<file path="src/rtl/filter_apb_pkg.sv">
// Shared definitions for the image-filter coefficient bank: register map,
// CTRL bit positions and the bus-side FSM state encoding.
package filter_apb_pkg;

  localparam int unsigned CTRL_OFF     = 32'h000;
  localparam int unsigned STATUS_OFF   = 32'h004;
  localparam int unsigned SHADOW_BASE  = 32'h010;
  localparam int unsigned ACTIVE_BASE  = 32'h080;

  localparam int unsigned CTRL_COMMIT    = 0;
  localparam int unsigned CTRL_IMMEDIATE = 1;

  localparam int unsigned MAX_NUM_COEF = 28;

  typedef enum logic [1:0] {
    ST_IDLE   = 2'd0,
    ST_SETUP  = 2'd1,
    ST_ACCESS = 2'd2
  } apb_state_t;

endpackage

</file>
<file path="src/rtl/apb_fsm_wait.sv">
// APB completer handshake: IDLE/SETUP/ACCESS sequencing with a programmable
// wait-state counter; emits a one-cycle xfer_done and the latched request.
module apb_fsm_wait
  import filter_apb_pkg::*;
#(
  parameter int ADDR_WIDTH  = 10,
  parameter int DATA_WIDTH  = 32,
  parameter int STRB_W      = 4,
  parameter int WAIT_STATES = 0
) (
  input  logic                  clk,
  input  logic                  rstn,
  input  logic                  psel,
  input  logic                  penable,
  input  logic                  pwrite,
  input  logic [ADDR_WIDTH-1:0] paddr,
  input  logic [DATA_WIDTH-1:0] pwdata,
  input  logic [STRB_W-1:0]     pstrb,
  output logic                  xfer_done,
  output logic [ADDR_WIDTH-1:0] lat_addr,
  output logic [DATA_WIDTH-1:0] lat_wdata,
  output logic [STRB_W-1:0]     lat_strb,
  output logic                  lat_write
);

  localparam logic [2:0] WAIT_INIT = 3'(WAIT_STATES);

  apb_state_t state, state_nx;
  logic [2:0] cnt, cnt_nx;
  logic       setup_hit;

  assign setup_hit = (state == ST_IDLE) && psel && !penable;

  always_ff @(posedge clk or negedge rstn) begin
    if (!rstn) begin
      state     <= ST_IDLE;
      cnt       <= '0;
      lat_addr  <= '0;
      lat_wdata <= '0;
      lat_strb  <= '0;
      lat_write <= 1'b0;
    end else begin
      state <= state_nx;
      cnt   <= cnt_nx;
      if (setup_hit) begin
        lat_addr  <= paddr;
        lat_wdata <= pwdata;
        lat_strb  <= pstrb;
        lat_write <= pwrite;
      end
    end
  end

  // SETUP is the first access-phase cycle, so a zero count completes there
  always_comb begin
    state_nx  = state;
    cnt_nx    = cnt;
    xfer_done = 1'b0;
    case (state)
      ST_IDLE: begin
        if (setup_hit) begin
          state_nx = ST_SETUP;
          cnt_nx   = WAIT_INIT;
        end
      end
      ST_SETUP, ST_ACCESS: begin
        if (!psel) begin
          state_nx = ST_IDLE;
          cnt_nx   = '0;
        end else if (cnt != 3'd0) begin
          cnt_nx   = cnt - 3'd1;
          state_nx = ST_ACCESS;
        end else if (penable) begin
          xfer_done = 1'b1;
          state_nx  = ST_IDLE;
        end
      end
      default: begin
        state_nx = ST_IDLE;
        cnt_nx   = '0;
      end
    endcase
  end

endmodule

</file>
<file path="src/rtl/apb_coef_regfile.sv">
// Double-buffered APB3 coefficient bank: shadow written over APB, active bank
// swapped in on a frame boundary (or immediately). Optional APB_PSTRB_EN adds byte strobes.
module apb_coef_regfile
  import filter_apb_pkg::*;
#(
  parameter int ADDR_WIDTH  = 10,
  parameter int DATA_WIDTH  = 32,
  parameter int NUM_COEF    = 8,
  parameter int COEF_WIDTH  = 10,
  parameter int WAIT_STATES = 0
) (
  input  logic                           clk,
  input  logic                           rstn,
  input  logic [ADDR_WIDTH-1:0]          i_PADDR,
  input  logic                           i_PSEL,
  input  logic                           i_PENABLE,
  input  logic                           i_PWRITE,
  input  logic [DATA_WIDTH-1:0]          i_PWDATA,
`ifdef APB_PSTRB_EN
  input  logic [DATA_WIDTH/8-1:0]        i_PSTRB,
`endif
  output logic [DATA_WIDTH-1:0]          o_PRDATA,
  output logic                           o_PREADY,
  output logic                           o_PSLVERR,
  input  logic                           i_frame_start,
  output logic [NUM_COEF*COEF_WIDTH-1:0] o_coef,
  output logic                           o_commit_pending
);

  localparam int STRB_W = DATA_WIDTH / 8;

  function automatic logic [DATA_WIDTH-1:0] sext(input logic signed [COEF_WIDTH-1:0] c);
    sext = DATA_WIDTH'(c);
  endfunction

  function automatic logic signed [COEF_WIDTH-1:0] merge_coef(
    input logic signed [COEF_WIDTH-1:0] old_c,
    input logic [DATA_WIDTH-1:0]        wd,
    input logic [STRB_W-1:0]            st
  );
    merge_coef = old_c;
    for (int b = 0; b < COEF_WIDTH; b++)
      if (st[b/8]) merge_coef[b] = wd[b];
  endfunction

  logic [STRB_W-1:0]     bus_strb;
  logic                  xfer_done;
  logic [ADDR_WIDTH-1:0] lat_addr;
  logic [DATA_WIDTH-1:0] lat_wdata;
  logic [STRB_W-1:0]     lat_strb;
  logic                  lat_write;

`ifdef APB_PSTRB_EN
  assign bus_strb = i_PSTRB;
`else
  assign bus_strb = '1;
`endif

  apb_fsm_wait #(
    .ADDR_WIDTH (ADDR_WIDTH),
    .DATA_WIDTH (DATA_WIDTH),
    .STRB_W     (STRB_W),
    .WAIT_STATES(WAIT_STATES)
  ) u_fsm (
    .clk      (clk),
    .rstn     (rstn),
    .psel     (i_PSEL),
    .penable  (i_PENABLE),
    .pwrite   (i_PWRITE),
    .paddr    (i_PADDR),
    .pwdata   (i_PWDATA),
    .pstrb    (bus_strb),
    .xfer_done(xfer_done),
    .lat_addr (lat_addr),
    .lat_wdata(lat_wdata),
    .lat_strb (lat_strb),
    .lat_write(lat_write)
  );

  logic signed [COEF_WIDTH-1:0] shadow [NUM_COEF];
  logic signed [COEF_WIDTH-1:0] active [NUM_COEF];
  logic                         pending;

  logic [31:0]       a32;
  logic [31:0]       idx;
  logic              is_ctrl, is_status, in_sh, in_ac, strb_any, err;
  logic [DATA_WIDTH-1:0] rd_val;
  logic              wr_ok, ctrl_wr, imm_swap, arm, do_swap, sh_wr;
  logic              unused_wdata;

  assign unused_wdata = ^lat_wdata;

  // Decode the latched request; a write with no strobe lanes is a silent no-op
  always_comb begin
    a32       = 32'(lat_addr);
    is_ctrl   = (a32 == CTRL_OFF);
    is_status = (a32 == STATUS_OFF);
    in_sh     = (a32 >= SHADOW_BASE) && (a32 < SHADOW_BASE + 4 * MAX_NUM_COEF);
    in_ac     = (a32 >= ACTIVE_BASE) && (a32 < ACTIVE_BASE + 4 * MAX_NUM_COEF);
    idx       = in_sh ? ((a32 - SHADOW_BASE) >> 2) : ((a32 - ACTIVE_BASE) >> 2);
    strb_any  = |lat_strb;
    err = (lat_addr[1:0] != 2'b00)
       || !(is_ctrl || is_status || in_sh || in_ac)
       || ((in_sh || in_ac) && (idx >= 32'(NUM_COEF)))
       || (lat_write && (is_status || in_ac));
    if (lat_write && !strb_any) err = 1'b0;
  end

  assign wr_ok    = xfer_done && lat_write && !err && strb_any;
  assign ctrl_wr  = wr_ok && is_ctrl && lat_strb[0];
  assign imm_swap = ctrl_wr && lat_wdata[CTRL_IMMEDIATE];
  assign arm      = ctrl_wr && lat_wdata[CTRL_COMMIT] && !lat_wdata[CTRL_IMMEDIATE];
  assign do_swap  = imm_swap || (pending && i_frame_start);
  assign sh_wr    = wr_ok && in_sh;

  // Swap samples the shadow bank before this cycle's shadow write lands
  always_ff @(posedge clk or negedge rstn) begin
    if (!rstn) begin
      pending <= 1'b0;
      for (int i = 0; i < NUM_COEF; i++) begin
        shadow[i] <= '0;
        active[i] <= '0;
      end
    end else begin
      if (do_swap) begin
        pending <= 1'b0;
        for (int i = 0; i < NUM_COEF; i++) active[i] <= shadow[i];
      end
      if (arm) pending <= 1'b1;
      for (int i = 0; i < NUM_COEF; i++)
        if (sh_wr && (idx == 32'(i))) shadow[i] <= merge_coef(shadow[i], lat_wdata, lat_strb);
    end
  end

  always_comb begin
    rd_val = '0;
    if (is_status) rd_val = DATA_WIDTH'(pending);
    for (int i = 0; i < NUM_COEF; i++) begin
      if (in_sh && (idx == 32'(i))) rd_val = sext(shadow[i]);
      if (in_ac && (idx == 32'(i))) rd_val = sext(active[i]);
    end
  end

  assign o_PREADY         = xfer_done;
  assign o_PSLVERR        = xfer_done && err;
  assign o_PRDATA         = (xfer_done && !lat_write && !err) ? rd_val : '0;
  assign o_commit_pending = pending;

  always_comb begin
    o_coef = '0;
    for (int i = 0; i < NUM_COEF; i++) o_coef[i*COEF_WIDTH +: COEF_WIDTH] = active[i];
  end

endmodule

</file>
<file path="config.mk">
export PLATFORM = sky130hd
export DESIGN_NAME = apb_coef_regfile
export DESIGN_NICKNAME = d
export VERILOG_FILES = /design/src/rtl/filter_apb_pkg.sv /design/src/rtl/apb_fsm_wait.sv /design/src/rtl/apb_coef_regfile.sv
export SDC_FILE = /design/constraint.sdc
export NUM_CORES = 1
export LEC_CHECK = 0
export CORE_ASPECT_RATIO = 1.4
export CORE_MARGIN = 10
export CORE_UTILIZATION = 58
export DETAILED_ROUTE_END_ITERATION = 10
export PLACE_DENSITY = 0.92
export SYNTH_ARGS = -nofsm -noshare
export SYNTH_HDL_FRONTEND = slang
export SYNTH_SLANG_ARGS = --single-unit
</file>
<file path="constraint.sdc">
create_clock -name clk -period 12.7 [get_ports clk]
set_clock_uncertainty 0.2 [all_clocks]
set_input_delay 2.54 -clock clk [delete_from_list [all_inputs] [get_ports clk]]
set_output_delay 2.54 -clock clk [all_outputs]
set_load 0.01 [all_outputs]
</file>
==> impl_metrics.env <==
export IMPL_outcome="complete, no violations"
export IMPL_cts_resized=0
export IMPL_muxShareOfSynthArea_pct=23.7
export IMPL_dieHeight_um=176
export IMPL_ys_top_cells_by_count="188 x dfrtp_1, 103 x mux2_2, 80 x mux2_4"
export IMPL_avgRoutedWirePerCell_um=26.3
export IMPL_drc=0
export IMPL_netlist_instances=847
export IMPL_synthAdderAreaFrac_pct=1.49
export IMPL_fin_cells=1204
export IMPL_max_stage_delay_ns=0.59
export IMPL_ant_nets=0
export IMPL_power_density_mw_per_mm2=149
export IMPL_syn_num_nets=907
export IMPL_synth_flop_cell="dfrtp_1"
export IMPL_yosysWarnings=0
export IMPL_root_buffer="clkbuf_16"
export IMPL_post_cts_setup_buffers=0
export IMPL_ys_seq_elements=188
export IMPL_drive_gt1_share_pct=26.0
export IMPL_wirelength_um=31700
export IMPL_yosysMostFrequentCell="dfrtp_1"
export IMPL_syn_to_final_growth_pct=20.6
export IMPL_numCtsBuffers=17
export IMPL_clk_latency_ns=0.46
export IMPL_n_antenna_cell=0
export IMPL_hold_violations=0
export IMPL_fin_crit_ns=7.89
export IMPL_p_leak_nw=5.50
export IMPL_dp_cells=1172
export IMPL_hpwl_um=21400
export IMPL_clock_sinks=188
export IMPL_yosys_area_share_simple_pct=8.88
export IMPL_first_pass_iters=9
export IMPL_synth_compound_area_share_pct=14.8
export IMPL_cts_clk_slew_worst_paths_ns=0.07
export IMPL_synth_top_cell_area_share_pct=46.6
export IMPL_dieWidth_um=131
export IMPL_cts_tree="yes"
export IMPL_tns_ns=0
export IMPL_synth_top_family_by_area="multiplexers"
export IMPL_crit_fanout=23
export IMPL_cp_cell_sequence="clkdlybuf4s50_1, nand2_1, nor2_1, nand2_1, nor4_2, buf_4, o211ai_1, a21oi_1, buf_4, clkdlybuf4s50_1"
export IMPL_criticalPathCategory="in -> out"
export IMPL_nets=1015
export IMPL_setup_slack_ns=4.81
export IMPL_path_delay_family="buffers and inverters"
export IMPL_setup_violations=0
export IMPL_peakVddDrop_uv=148
export IMPL_syn_area_per_cell_um2=11.9
export IMPL_async_flop_share_pct=100
export IMPL_worstMarginPinSlew_ns=1.20
export IMPL_synth_edf_count=0
export IMPL_synthDistinctLibCells=70
export IMPL_num_rows=57
export IMPL_fill_cells=1159
export IMPL_yosysTopAreaCell="dfrtp_1"
export IMPL_relSlewSlack_pct=19.6
export IMPL_p_total_w=0.00181
export IMPL_grt_overflow=0
export IMPL_cp_end_kind="output pin"
export IMPL_vias_per_cell=6.92
export IMPL_slew_viol_final=0
export IMPL_arrival_ns=5.15
export IMPL_crit_buf_inv=4
export IMPL_vias=8330
export IMPL_critPathLaunchType="primary input"
export IMPL_rsz0062_at_grt="no"
export IMPL_hp_class="reg -> reg"
export IMPL_synth_area_top_cells="dfrtp_1 47%, mux2_4 12%, mux2_2 11%"
export IMPL_grt_max_degree=105
export IMPL_io_pins=163
export IMPL_grt_use_total_pct=27.0
export IMPL_start_util_pct=58.5
export IMPL_hold_buffers=0
export IMPL_synth_xor_area_share_pct=0
export IMPL_drv_cap=0
export IMPL_grt_first_pass_wirelength_um=49500
export IMPL_dpl_worst_slack_ns=4.86
export IMPL_cp_slowest_cell="clkdlybuf4s50_1"
export IMPL_core_mm2=0.0173
export IMPL_die_area_mm2=0.0231
export IMPL_ys_seq_area_share_pct=46.6
export IMPL_syn_area_mm2=0.0101
export IMPL_max_freq_ghz=0.127
export IMPL_timing_final_crit_share_pct=62.1
export IMPL_antenna_found_initial=0
export IMPL_cts_buffer_depth=2
export IMPL_dr_first_iter_drc_count=1243
export IMPL_cp_required_ns=9.96
export IMPL_port_buffers=140
export IMPL_htreeDepth=4
export IMPL_place_gp_congestion=0.965
export IMPL_grt_pass1_vias=8605
final timing paths:
kind | from | endpoint | slack [ns] | depth (start not counted)
worst max-delay path | i_PSEL | o_PRDATA[25] | 4.81 | 10
worst min-delay path | u_fsm.cnt[0] | u_fsm.cnt[0] | 0.27 | 1
worst max register to register | u_fsm.lat_addr[2] | o_coef[32] | 7.15 | 12
worst min register to register | u_fsm.cnt[0] | u_fsm.cnt[0] | 0.27 | 1
max in group asynchronous | rstn | o_coef[50] | 8.65 | 2
min in group asynchronous | rstn | o_coef[46] | 2.01 | 1
area by class of cell:
cell class | count | area, um2 | area share [%]
multi-input combinational | 578 | 4950 | 40.7
sequential | 188 | 4700 | 38.7
timing repair buffer | 155 | 1520 | 12.5
clock buffer | 22 | 494 | 4.06
tap | 236 | 295 | 2.43
clock inverter | 10 | 151 | 1.24
inverter | 15 | 56.3 | 0.463
metal layers:
metal / track usage (%) / routed length [um]
met4: 18.1 / 2380
met5: 0 / 0
met1: 30.8 / 10800
met2: 42.9 / 14600
met3: 8.79 / 3870
where the power goes:
part | total [W] | switching, W | internal (W) | leakage [nW]
clock | 0.000581 | 0.000242 | 0.000339 | 0.311
combinational | 0.000504 | 0.000342 | 0.000162 | 2.63
sequential | 0.000722 | 0.0000890 | 0.000633 | 2.57
metrics by stage:
| step | area [um2] | utilization [%] | hold WS, ns |
|---|---|---|---|
| CTS | 12200 | 70.5 | 0.276 |
| detailed placement | 11500 | 66.8 | 0.266 |
| finish | 12200 | 70.5 | 0.271 |
| floorplan | 10100 | - | 0.251 |
| global placement | 11500 | 66.8 | 0.264 |
| global route | 12200 | 70.5 | 0.289 |
state kept, by name, indices dropped and copies added, names as in the netlist:
signal,cells
o_coef,80
shadow,80
u_fsm.lat_addr,10
u_fsm.lat_wdata,10
u_fsm.cnt,3
u_fsm.state,2
o_commit_pending,1
u_fsm.lat_strb,1
u_fsm.lat_write,1
kinds of logic after synthesis:
kind of cell,after synthesis
AOI/OAI and AO/OA,214
and+or+nand+nor,166
DFF,188
adders and majority gates,12
buffers and inverters,81
muxes,186
layout by cell type (no fill, tap or decap), types with 6 or more instances in the layout:
cell type          n
nor2_1            36
nor4_4             6
nand2_1           53
and2_1             6
clkbuf_16         17
o22ai_1           17
o21ai_0           44
clkdlybuf4s50_1  139
mux2_2           103
nor3_1             7
o211ai_1           6
mux2_4            80
a22oi_1           10
o31ai_1            8
nand3_1           10
buf_4             15
nand2b_1           6
ha_1              12
a22o_1             7
a21oi_1           39
inv_1             14
a31oi_1           11
dfrtp_1          188
worst reg2reg max path, delay by kind of cell (launching register included):
family,cells,cell delay [ns]
AND/OR/NAND/NOR,5,2.16
flip-flops,1,0.36
multiplexers,1,0.39
buffers and inverters,3,1.72
AO/OA/AOI/OAI,3,0.62
Power figures use the tool's default switching activity.
==> edit 1, RTL diff (same flow settings) <==
`DATA_WIDTH` is set to 32 in 2 places; all go to 64.
--- a/src/rtl/apb_fsm_wait.sv
+++ b/src/rtl/apb_fsm_wait.sv
@@ -4,7 +4,7 @@
   import filter_apb_pkg::*;
 #(
   parameter int ADDR_WIDTH  = 10,
-  parameter int DATA_WIDTH  = 32,
+  parameter int DATA_WIDTH  = 64,
   parameter int STRB_W      = 4,
   parameter int WAIT_STATES = 0
 ) (
--- a/src/rtl/apb_coef_regfile.sv
+++ b/src/rtl/apb_coef_regfile.sv
@@ -4,7 +4,7 @@
   import filter_apb_pkg::*;
 #(
   parameter int ADDR_WIDTH  = 10,
-  parameter int DATA_WIDTH  = 32,
+  parameter int DATA_WIDTH  = 64,
   parameter int NUM_COEF    = 8,
   parameter int COEF_WIDTH  = 10,
   parameter int WAIT_STATES = 0
Ports: changed (resized i_PWDATA and o_PRDATA); port bits go from 163 to 227. The function was not compared with the original's and may differ.
==> edit 1 against the original RTL <==
  * Synthesized cell count rose by 3.8%
  * Critical path depth is 3 higher
  * Wire length grew 0.97%
  * Setup slack worse by 0.76 ns
  * Synthesized area is 2.4% higher
  * Sequential power is 0.6% higher
  * Power down 2.1%
  * Sequential cell count is the same
  * Global-route usage hardly changed
  * Core utilization rose by 1.1 points
  * Non-clock buffer count increased by 36
  * Cell area up 2.4%
  * Combinational power is essentially flat
==> edit 1: results (changes against the original RTL) <==
stage,metric,value,unit,change
grt,grt_util_met3,9.28,%,was 8.79%
placed_design,hpwl,22300,µm,was 21400 µm
grt,grt_usage,27.1,%,was 27.0%
finish,drive_gt1_share,25.3,%,was 26.0%
detailed_routing,wl_met2,14800,µm,was 14600 µm
detailed_routing,routedWlPerCell,25.8,µm,was 26.3 µm
synth,synth_warnings,0,,unchanged
placed_design,dpl.cell_count,1208,,was 1172
clock_network,cts_resized,0,,unchanged
clock_network,cts_buffers,17,,unchanged
detailed_routing,drtPass1Iterations,6,,was 9
detailed_routing,first_iter_violations,1150,,was 1243
detailed_routing,top_layer_used,met4,,unchanged
synth,syn_nets,971,,was 907
clock_network,path_clk_slew,0.07,ns,about the same
placed_design,pre_cts_ws,4.18,ns,was 4.86 ns
status,outcome,completed,,unchanged
setup_path,cpPeakStageDelay,0.89,ns,was 0.59 ns
grt,grt_pass1_vias,8740,,was 8605
power,power_switching,0.667,mW,was 0.673 mW
placed_design,place_congestion,0.986,,was 0.965
finish,nFillCells,1167,,was 1159
clock_network,cts_root_buf,clkbuf_16,,unchanged
clock_network,worstSkewPairLatency,0.45,ns,
setup_path,cp_top_family,simple AND/OR/NAND/NOR gates,,was buffers and inverters
detailed_routing,routed_wl,32000,µm,was 31700 µm
synth,ys_types,70,,unchanged
synth,synthTopCellsByArea,"dfrtp_1, mux2_4, mux2_2",,unchanged
power,p_leak,5.60,nW,was 5.50 nW
timing,worstMarginPinSlew,1.13,ns,was 1.20 ns
power,ir_worst_vdd,0.130,mV,was 0.148 mV
finish,antenna_cells,0,,unchanged
synth,ys_top_cells_by_count,"dfrtp_1, mux2_2, mux2_4",,unchanged
setup_path,crit_fanout,55,,was 23
setup_path,worst_ep_arrival_time,5.90,ns,was 5.15 ns
clock_network,htree_num_levels,4,,unchanged
grt,grt_pass1_wl,50400,µm,was 49500 µm
grt,grt_max_degree,69,,was 105
placed_design,portBuffers,172,,was 140
synth,synthArstFlopShare,100,%,unchanged
detailed_routing,wl_met1,11400,µm,was 10800 µm
grt,grtUsageMet2,42.7,%,was 42.9%
setup_path,critPathSlowestCell,a21oi_4,,was clkdlybuf4s50_1
synth,synth_most_common_cell,dfrtp_1,,unchanged
synth,ys_seq_area_share,45.5,%,was 46.6%
detailed_routing,met3WireLength,3590,µm,was 3870 µm
detailed_routing,vias,8370,,was 8330
synth,synth_cells,879,,was 847
timing,hold_violations,0,,unchanged
grt,met1_usage,30.9,%,was 30.8%
finish,fin_nets,1083,,was 1015
placed_design,postPlaceCellArea,11900,µm²,was 11500 µm²
-- edit 1: layout make-up --
type,count,area (µm²),share of cell area (%)
Multi-Input combinational cell,578,4950,39.7
Inverter,15,56.3,0.452
Timing Repair Buffer,191,1870,15.0
Sequential cell,188,4700,37.7
Clock inverter,9,111,0.893
Clock buffer,23,478,3.83
Tap cell,236,295,2.37
-- edit 1: kinds of logic after synthesis --
kind of cell    count (synthesis)  synth area share, %
compound gates                214                 14.4
flops                         188                 45.5
mux                           186                 23.1
simple gates                  166                 8.67
buf+inv                       113                 6.78
fa+ha+maj                      12                 1.45
-- edit 1: path summary, 6_finish.rpt --
path                                                from                              to  slack (ns)  depth (start not counted)
max reg2reg                u_fsm.lat_addr[2]$_DFFE_PN0P_          o_coef[14]$_DFFE_PN0P_        7.14                         12
max in group asynchronous                           rstn          o_coef[53]$_DFFE_PN0P_        8.45                          3
min in group asynchronous                           rstn  u_fsm.lat_wdata[6]$_DFFE_PN0P_        1.89                          1
min reg2reg                     u_fsm.cnt[0]$_DFFE_PN0P_        u_fsm.cnt[0]$_DFFE_PN0P_        0.29                          1
max                        u_fsm.lat_addr[7]$_DFFE_PN0P_                    o_PRDATA[10]        4.06                         13
min                             u_fsm.cnt[0]$_DFFE_PN0P_        u_fsm.cnt[0]$_DFFE_PN0P_        0.29                          1
-- edit 1: power by group through the flow --
stage / sequential, mW / combinational (mW) / clock (mW)
final: 0.726 / 0.503 / 0.540
after global routing: 0.730 / 0.536 / 0.566
after CTS: 0.721 / 0.479 / 0.539
after detailed placement: 0.731 / 0.473 / 0
after global placement: 0.727 / 0.461 / 0
after floorplan: 0.680 / 0.344 / 0
==> edit 2, RTL diff (config.mk and constraints unchanged) <==
Without the edit above. Put a register stage on the output `o_PSLVERR`, with the module's reset. The value now appears one clock later. The other outputs are not delayed to match.
--- a/src/rtl/apb_coef_regfile.sv
+++ b/src/rtl/apb_coef_regfile.sv
@@ -142,7 +142,13 @@
   end
 
   assign o_PREADY         = xfer_done;
-  assign o_PSLVERR        = xfer_done && err;
+  always_ff @(posedge clk or negedge rstn) begin
+    if (!rstn) begin
+      o_PSLVERR <= '0;
+    end else begin
+      o_PSLVERR <= xfer_done && err;
+    end
+  end
   assign o_PRDATA         = (xfer_done && !lat_write && !err) ? rd_val : '0;
   assign o_commit_pending = pending;
 
Behaviour: not the same (Yosys sat finds a counterexample within 4 cycles, from zero or initial values and one cycle with rstn low).
==> edit 2 against the original RTL <==
  * First-iteration DRC count rose by 11%
  * Setup slack got worse by 0.099 ns
  * Power rose by 3.6%
  * Wire length fell by 2.7%
  * Highest routed layer unchanged
  * Cell area rose by 0.73%
  * Count of clock-buffer cells in the layout fell by 4
  * Die area rose by 0.21%
  * Critical path type is now register to output port
  * Sequential cell count rose by 1
  * Synthesized area rose by 0.25%
  * Critical path depth rose by 4
  * Non-clock buffer count rose by 3
  * Synthesized cell count rose by 0.12%
  * Worst hold slack improved by 0.0053 ns
  * Combinational power barely moved
==> edit 2: results (changes against the original RTL) <==
stage,metric,value,unit,change
status,outcome,completed,,unchanged
power,power_switching,0.677,mW,was 0.673 mW
grt,grt_pass1_wl,47800,µm,was 49500 µm
detailed_routing,drc,0,,unchanged
detailed_routing,first_iter_violations,1379,,was 1243
setup_path,worst_ep_arrival_time,5.25,ns,was 5.15 ns
clock_network,cts_buffers,17,,unchanged
synth,ys_top_cells_by_count,"dfrtp_1, mux2_2, mux2_4",,unchanged
detailed_routing,wl_met2,14600,µm,about the same
placed_design,pre_cts_ws,4.84,ns,was 4.86 ns
detailed_routing,routed_wl,30800,µm,was 31700 µm
power,pg_clk,0.639,mW,was 0.581 mW
grt,grt_usage,25.9,%,was 27.0%
setup_path,cpPeakStageDelay,0.79,ns,was 0.59 ns
synth,ys_seq_area_share,46.8,%,was 46.6%
detailed_routing,vias,8213,,was 8330
detailed_routing,met3WireLength,3040,µm,was 3870 µm
placed_design,hpwl,21000,µm,was 21400 µm
synth,synthTopCellsByArea,"dfrtp_1, mux2_4, mux2_2",,unchanged
grt,grt_util_met3,7.17,%,was 8.79%
detailed_routing,wl_met1,11000,µm,was 10800 µm
placed_design,postPlaceCellArea,11600,µm²,was 11500 µm²
setup_path,critPathSlowestCell,nor4_4,,was clkdlybuf4s50_1
grt,grtUsageMet2,42.1,%,was 42.9%
finish,nFillCells,1153,,was 1159
power,p_leak,5.56,nW,was 5.50 nW
timing,worstMarginPinSlew,1.27,ns,was 1.20 ns
finish,drive_gt1_share,26.1,%,was 26.0%
grt,met1_usage,29.6,%,was 30.8%
power,power_frac_comb,26.8,%,was 27.9%
grt,grt_pass1_vias,8368,,was 8605
power,ir_worst_vdd,0.136,mV,was 0.148 mV
[edit 2: kinds of logic (layout without fill, tap and decap cells)]
group           count (synthesis)  after routing  synth area share, %
fa+ha+maj                      12             12                 1.48
compound gates                214            214                 14.7
simple gates                  166            166                 8.86
buf+inv                        81            205                 4.55
mux                           186            186                 23.6
flops                         189            189                 46.8
[edit 2: through the flow]
stage	total power [mW]	utilization, %	hold slack, ns	instances
after floorplan	1.03	-	0.251	848
after global placement	1.20	67.0	0.264	1176
after detailed placement	1.21	67.0	0.272	1176
after CTS	1.85	71.0	0.280	1208
after global routing	1.93	71.0	0.292	1208
final	1.87	71.0	0.276	1208
[edit 2: path summary, 6_finish.rpt]
kind / start / to / slack (ns) / cells after the start
max in group asynchronous: rstn / o_coef[67]$_DFFE_PN0P_ / 8.51 / 3
worst min register to register: u_fsm.cnt[0]$_DFFE_PN0P_ / u_fsm.cnt[0]$_DFFE_PN0P_ / 0.28 / 1
worst max register to register: u_fsm.lat_addr[7]$_DFFE_PN0P_ / o_coef[3]$_DFFE_PN0P_ / 7.23 / 14
min in group asynchronous: rstn / shadow[23]$_DFFE_PN0P_ / 1.91 / 1
worst min-delay path: u_fsm.cnt[0]$_DFFE_PN0P_ / u_fsm.cnt[0]$_DFFE_PN0P_ / 0.28 / 1
worst max-delay path: u_fsm.lat_addr[7]$_DFFE_PN0P_ / o_PRDATA[18] / 4.71 / 14
[edit 2: final cells by class]
cell class | instances | area share [%]
Clock inverter | 14 | 2.13
Multi-Input combinational cell | 578 | 40.3
Clock buffer | 18 | 3.58
Tap cell | 236 | 2.41
Timing Repair Buffer | 158 | 12.5
Sequential cell | 189 | 38.6
Inverter | 15 | 0.459
